File: config.mk
export PLATFORM = sky130hd
export DESIGN_NAME = mul_seq_ctrl
export DESIGN_NICKNAME = d
export VERILOG_FILES = /design/src/rtl/mul_seq_ctrl.sv
export SDC_FILE = /design/constraint.sdc
export NUM_CORES = 1
export LEC_CHECK = 0
export CAP_MARGIN = 20
export CORE_ASPECT_RATIO = 1.25
export CORE_MARGIN = 3
export CORE_UTILIZATION = 35
export DETAILED_ROUTE_END_ITERATION = 6
export SYNTH_ARGS = -nofsm -noshare
export SYNTH_HDL_FRONTEND = slang
export SYNTH_SLANG_ARGS = --single-unit
File: constraint.sdc
create_clock -name clk -period 2.35 [get_ports clk]
set_input_delay 0.47 -clock clk [delete_from_list [all_inputs] [get_ports clk]]
set_output_delay 0.47 -clock clk [all_outputs]
set_load 0.02 [all_outputs]
File: src/rtl/mul_seq_ctrl.sv
// mul_seq_ctrl: sequences one temporal-unary multiply lane: streams the input as a thermometer code,
// drives the Sobol controls, counts returned product bits, and returns a signed result.
module mul_seq_ctrl #(
  parameter int WIDTH  = 8,
  parameter int DP_LAT = 1
) (
  input  logic             clk,
  input  logic             rst_n,
  input  logic             in_valid,
  output logic             in_ready,
  input  logic [WIDTH-1:0] in_data_i,
  input  logic [WIDTH-1:0] in_data_w,
  input  logic [WIDTH-1:0] in_len,
  output logic             o_bit_i,
  output logic [WIDTH-2:0] o_data_w,
  output logic             o_rng_clr,
  output logic             o_rng_en,
  input  logic             i_bit_o,
  output logic             out_valid,
  input  logic             out_ready,
  output logic [WIDTH:0]   out_data
);
  typedef enum logic [1:0] {IDLE, RUN, DRAIN, DONE} state_t;
  localparam logic [WIDTH-1:0] LMAX = WIDTH'(1) << (WIDTH - 1);
  localparam logic [WIDTH-1:0] DL = WIDTH'(DP_LAT == 0 ? 0 : DP_LAT - 1);
  state_t state, nxt;
  logic [WIDTH-1:0] len, cnt, acc, acc_n, len_in;
  logic [WIDTH-2:0] mag_i;
  logic sign, accept, mark, run_end, drain_end;
  assign in_ready  = rst_n && state == IDLE;
  assign accept    = in_valid && in_ready;
  assign o_rng_clr = accept;
  assign run_end   = cnt == len - 1'b1;
  assign drain_end = cnt == DL;
  assign len_in    = (in_len == '0 || in_len > LMAX) ? LMAX : in_len;
  assign acc_n     = acc + WIDTH'(mark && i_bit_o);
  // mark flags cycles whose i_bit_o answers an o_bit_i issued DP_LAT cycles earlier
  if (DP_LAT == 0) begin : g_nolat
    assign mark = state == RUN;
  end else begin : g_lat
    logic [DP_LAT-1:0] sr;
    always_ff @(posedge clk or negedge rst_n)
      if (!rst_n) sr <= '0;
      else sr <= (sr << 1) | DP_LAT'(state == RUN);
    assign mark = sr[DP_LAT-1];
  end
  always_ff @(posedge clk or negedge rst_n)
    if (!rst_n) state <= IDLE;
    else state <= nxt;
  always_comb begin
    nxt = state;
    unique case (state)
      IDLE:  nxt = accept ? RUN : IDLE;
      RUN:   nxt = run_end ? (DP_LAT == 0 ? DONE : DRAIN) : RUN;
      DRAIN: nxt = drain_end ? DONE : DRAIN;
      DONE:  nxt = out_ready ? IDLE : DONE;
    endcase
  end
  always_ff @(posedge clk or negedge rst_n)
    if (!rst_n) begin
      len       <= '0;
      cnt       <= '0;
      acc       <= '0;
      mag_i     <= '0;
      sign      <= 1'b0;
      o_data_w  <= '0;
      o_bit_i   <= 1'b0;
      o_rng_en  <= 1'b0;
      out_valid <= 1'b0;
      out_data  <= '0;
    end else begin
      acc <= accept ? '0 : acc_n;
      cnt <= (accept || (state == RUN && run_end)) ? '0 : cnt + 1'b1;
      if (accept) begin
        mag_i    <= in_data_i[WIDTH-2:0];
        o_data_w <= in_data_w[WIDTH-2:0];
        sign     <= in_data_i[WIDTH-1] ^ in_data_w[WIDTH-1];
        len      <= len_in;
      end
      o_bit_i   <= nxt == RUN && (accept ? in_data_i[WIDTH-2:0] != '0 : {1'b0, mag_i} > cnt + 1'b1);
      o_rng_en  <= nxt == RUN;
      out_valid <= nxt == DONE;
      if (nxt == DONE && state != DONE)
        out_data <= sign ? -{1'b0, acc_n} : {1'b0, acc_n};
    end
endmodule

==> metrics.txt <==
worst slew pin tran=0.673 ns; Register-to-Register Path Depth=10; die area=between 0.009 and 0.01 mm2; antenna viol nets, final=0; most frequent cells in the layout=75 x nand2_1, 53 x dfrtp_1, 47 x clkdlybuf4s50_1, 28 x nor2_1, 18 x xnor2_1; core area=0.00784 mm2; VDD IR max=0.000625 V; Yosys warnings=0; CTS Buf Count=5; sequential fraction of the synthesis area=0.477; Congestion Overflow GR=0; first drt pass iteration count=4; status=finished, final reports clean; Static Leakage=1.74 nW; pin count of the biggest net entering global routing=55; Critical Path AT=2.39 ns; skew final=0.0106 ns; Syn Nets=351; CP Launch Type=register; final setup violating endpoints=0; Design Area, Final=0.00366 mm2; Initial DRC Count=94; wirelength, routed=slightly above 6000 um; vias post-DR=2251; Final WS setup=0.143 ns; Chip Height=between 100 and 150 um; row count=36; first-pass GRT wire length=10300 um; pre-CTS setup slack=-0.146 ns; Clock Path Buffers=2; Cell Area, Placed=0.00352 mm2; clk slew on worst S/H paths=0.10 ns; Skew-Pair Late Insertion Delay=0.31 ns; # H-tree levels=2; Syn Area/Cell=a little over 9 um2; fin cells=468; Hold Buf Count CTS=0; gr usage total=0.140; Slew headroom=0.551; initial antenna violation count=0; Hold WC Path Type=input port to async pin; FF+latch count, synth=between 50 and 60; crit end category=register; Final HPWL DP=4680 um; ratio of cells with drive above 1 in the final layout=0.0938; ys async rst share=1.00; layout filler cell count=about 800; Root Driver=clkbuf_8; Area Growth Syn to Fin=29.3%; Initial Utilization=0.361; WL per Instance=13.1 um; dpl cells=459; FF-to-FF Start=cnt[0]; max_cap viols=0; Max Freq=453 MHz; fin crit share=0.939; fin crit period=roughly 2.2 ns; Port-buffer cells=49; Hold Vio Cnt, Final=0; IO Count=50; vias per inst=around 4.8; CTS tree=built; Antenna diodes=0; clk sinks=54; number of synthesized flops with an enable pin=0; commonest register cell after synthesis=dfrtp_1; required time worst endpoint=2.53 ns; nets@finish=414; PwrDens=between 1000 and 1500 mW/mm2; Syn Std Cell Area=~0.0028 mm2; final slew viol count=0; Die Wd=86.5 um; sequential cell area=0.00135 mm2; Post-route DRC=0; R2R Path End=o_bit_i; Final Wtd Congestion=0.850; commonest non-fill, non-tap cell in the layout=nand2_1; Yosys cell types=33; vias in the first global route=2228; Post-Syn Instances=between 300 and 400; setup slack, reg-to-reg=0.14 ns; multi-input logic area=0.00142 mm2; CP max FO=4; CP Class=register to register
## critical path: stages, from the launching register on
cell and delay (ns):
dfrtp_1 0.43, ha_4 0.18, nand3_1 0.12, xor2_2 0.19, ha_1 0.30, and3_1 0.19
o21ai_1 0.07, a31oi_1 0.08, a211o_1 0.22, a31oi_1 0.21, nor3_1 0.07
## registers in the layout (all words and copies together) (netlist names)
signal and cells:
acc 8, cnt 8, g_lat.sr 1, len 8, mag_i 7, o_bit_i 1
o_data_w 7, o_rng_en 1, out_data 9, out_valid 1, sign 1, state 2
## synthesized netlist by cell type, types with 2 or more instances
cell / number / share of area
dfrtp_1: 54 / 0.48
nand2_1: 75 / 0.099
xnor2_1: 18 / 0.056
a211o_1: 2 / 0.0062
nor3b_1: 2 / 0.0053
xor2_1: 16 / 0.049
nand3b_1: 7 / 0.019
inv_1: 13 / 0.017
nor4_1: 4 / 0.0088
o31ai_1: 2 / 0.0053
a21oi_1: 6 / 0.011
nand4_1: 4 / 0.0088
ha_1: 13 / 0.057
and3_1: 7 / 0.015
buf_2: 4 / 0.0071
o21ai_0: 6 / 0.011
nor2_1: 28 / 0.037
nor3_1: 7 / 0.012
clkbuf_1: 6 / 0.0079
nand3_1: 11 / 0.019
a31oi_1: 4 / 0.0088
o21ai_1: 9 / 0.016
## cell families after synthesis
logic type / after synthesis / synth area share
AND/OR/NAND/NOR: 150 / 0.243
flip-flops: 54 / 0.477
AO/OA/AOI/OAI: 34 / 0.0817
XOR/XNOR: 34 / 0.105
buffers and inverters: 23 / 0.0322
adder cells (fa/ha/maj): 13 / 0.0574
multiplexers: 1 / 0.00353
## how the worst max path moves through the flow
stage | from | end
4_1_cts | cnt[0] | o_bit_i
3_5_place_dp | i_bit_o | out_data[7]
6_report | cnt[0] | o_bit_i
5_1_grt | cnt[0] | o_bit_i
2_1_floorplan | i_bit_o | out_data[7]
3_3_place_gp | i_bit_o | out_data[7]
## area by class of cell
type	count	share of cell area
tap	95	0.0325
sequential	54	0.369
inverter	13	0.0133
timing repair buffer	66	0.167
clock buffer	8	0.0301
multi-input combinational	232	0.388
## power by group
group	switching (mW)	total, mW	internal [mW]	leakage (nW)
clock network	0.299	0.597	0.298	0.0575
logic	1.23	2.39	1.16	1.03
registers	0.343	1.63	1.29	0.651
total	1.88	4.62	2.75	1.74
## metrics by stage
stage          total power, mW  utilization  setup TNS (ns)  hold WS [ns]
2_1_floorplan             3.20            -               0         0.174
3_3_place_gp              3.97        0.449          -0.232         0.453
3_5_place_dp              4.04        0.449          -0.274         0.461
4_1_cts                   4.64        0.463               0         0.337
5_1_grt                   5.05        0.467        -0.00229         0.364
6_report                  4.62        0.467               0         0.295
## what timing repair did
item | in CTS | in global routing
hold endpoints to repair | 0 | 0
resized for setup | 2 | 5
pin swaps | 0 | 2
setup endpoints to repair | 1 | 2
buffers inserted | 0 | 1
## routing by layer
layer / routed length (um) / global-route usage / share of wire
met1: 2550 / 0.159 / 0.42
met5: 0 / 0 / 0
met4: 68 / 0.0367 / 0.011
met2: 3260 / 0.259 / 0.53
met3: 250 / 0.0323 / 0.041
Power figures use the tool's default switching activity.
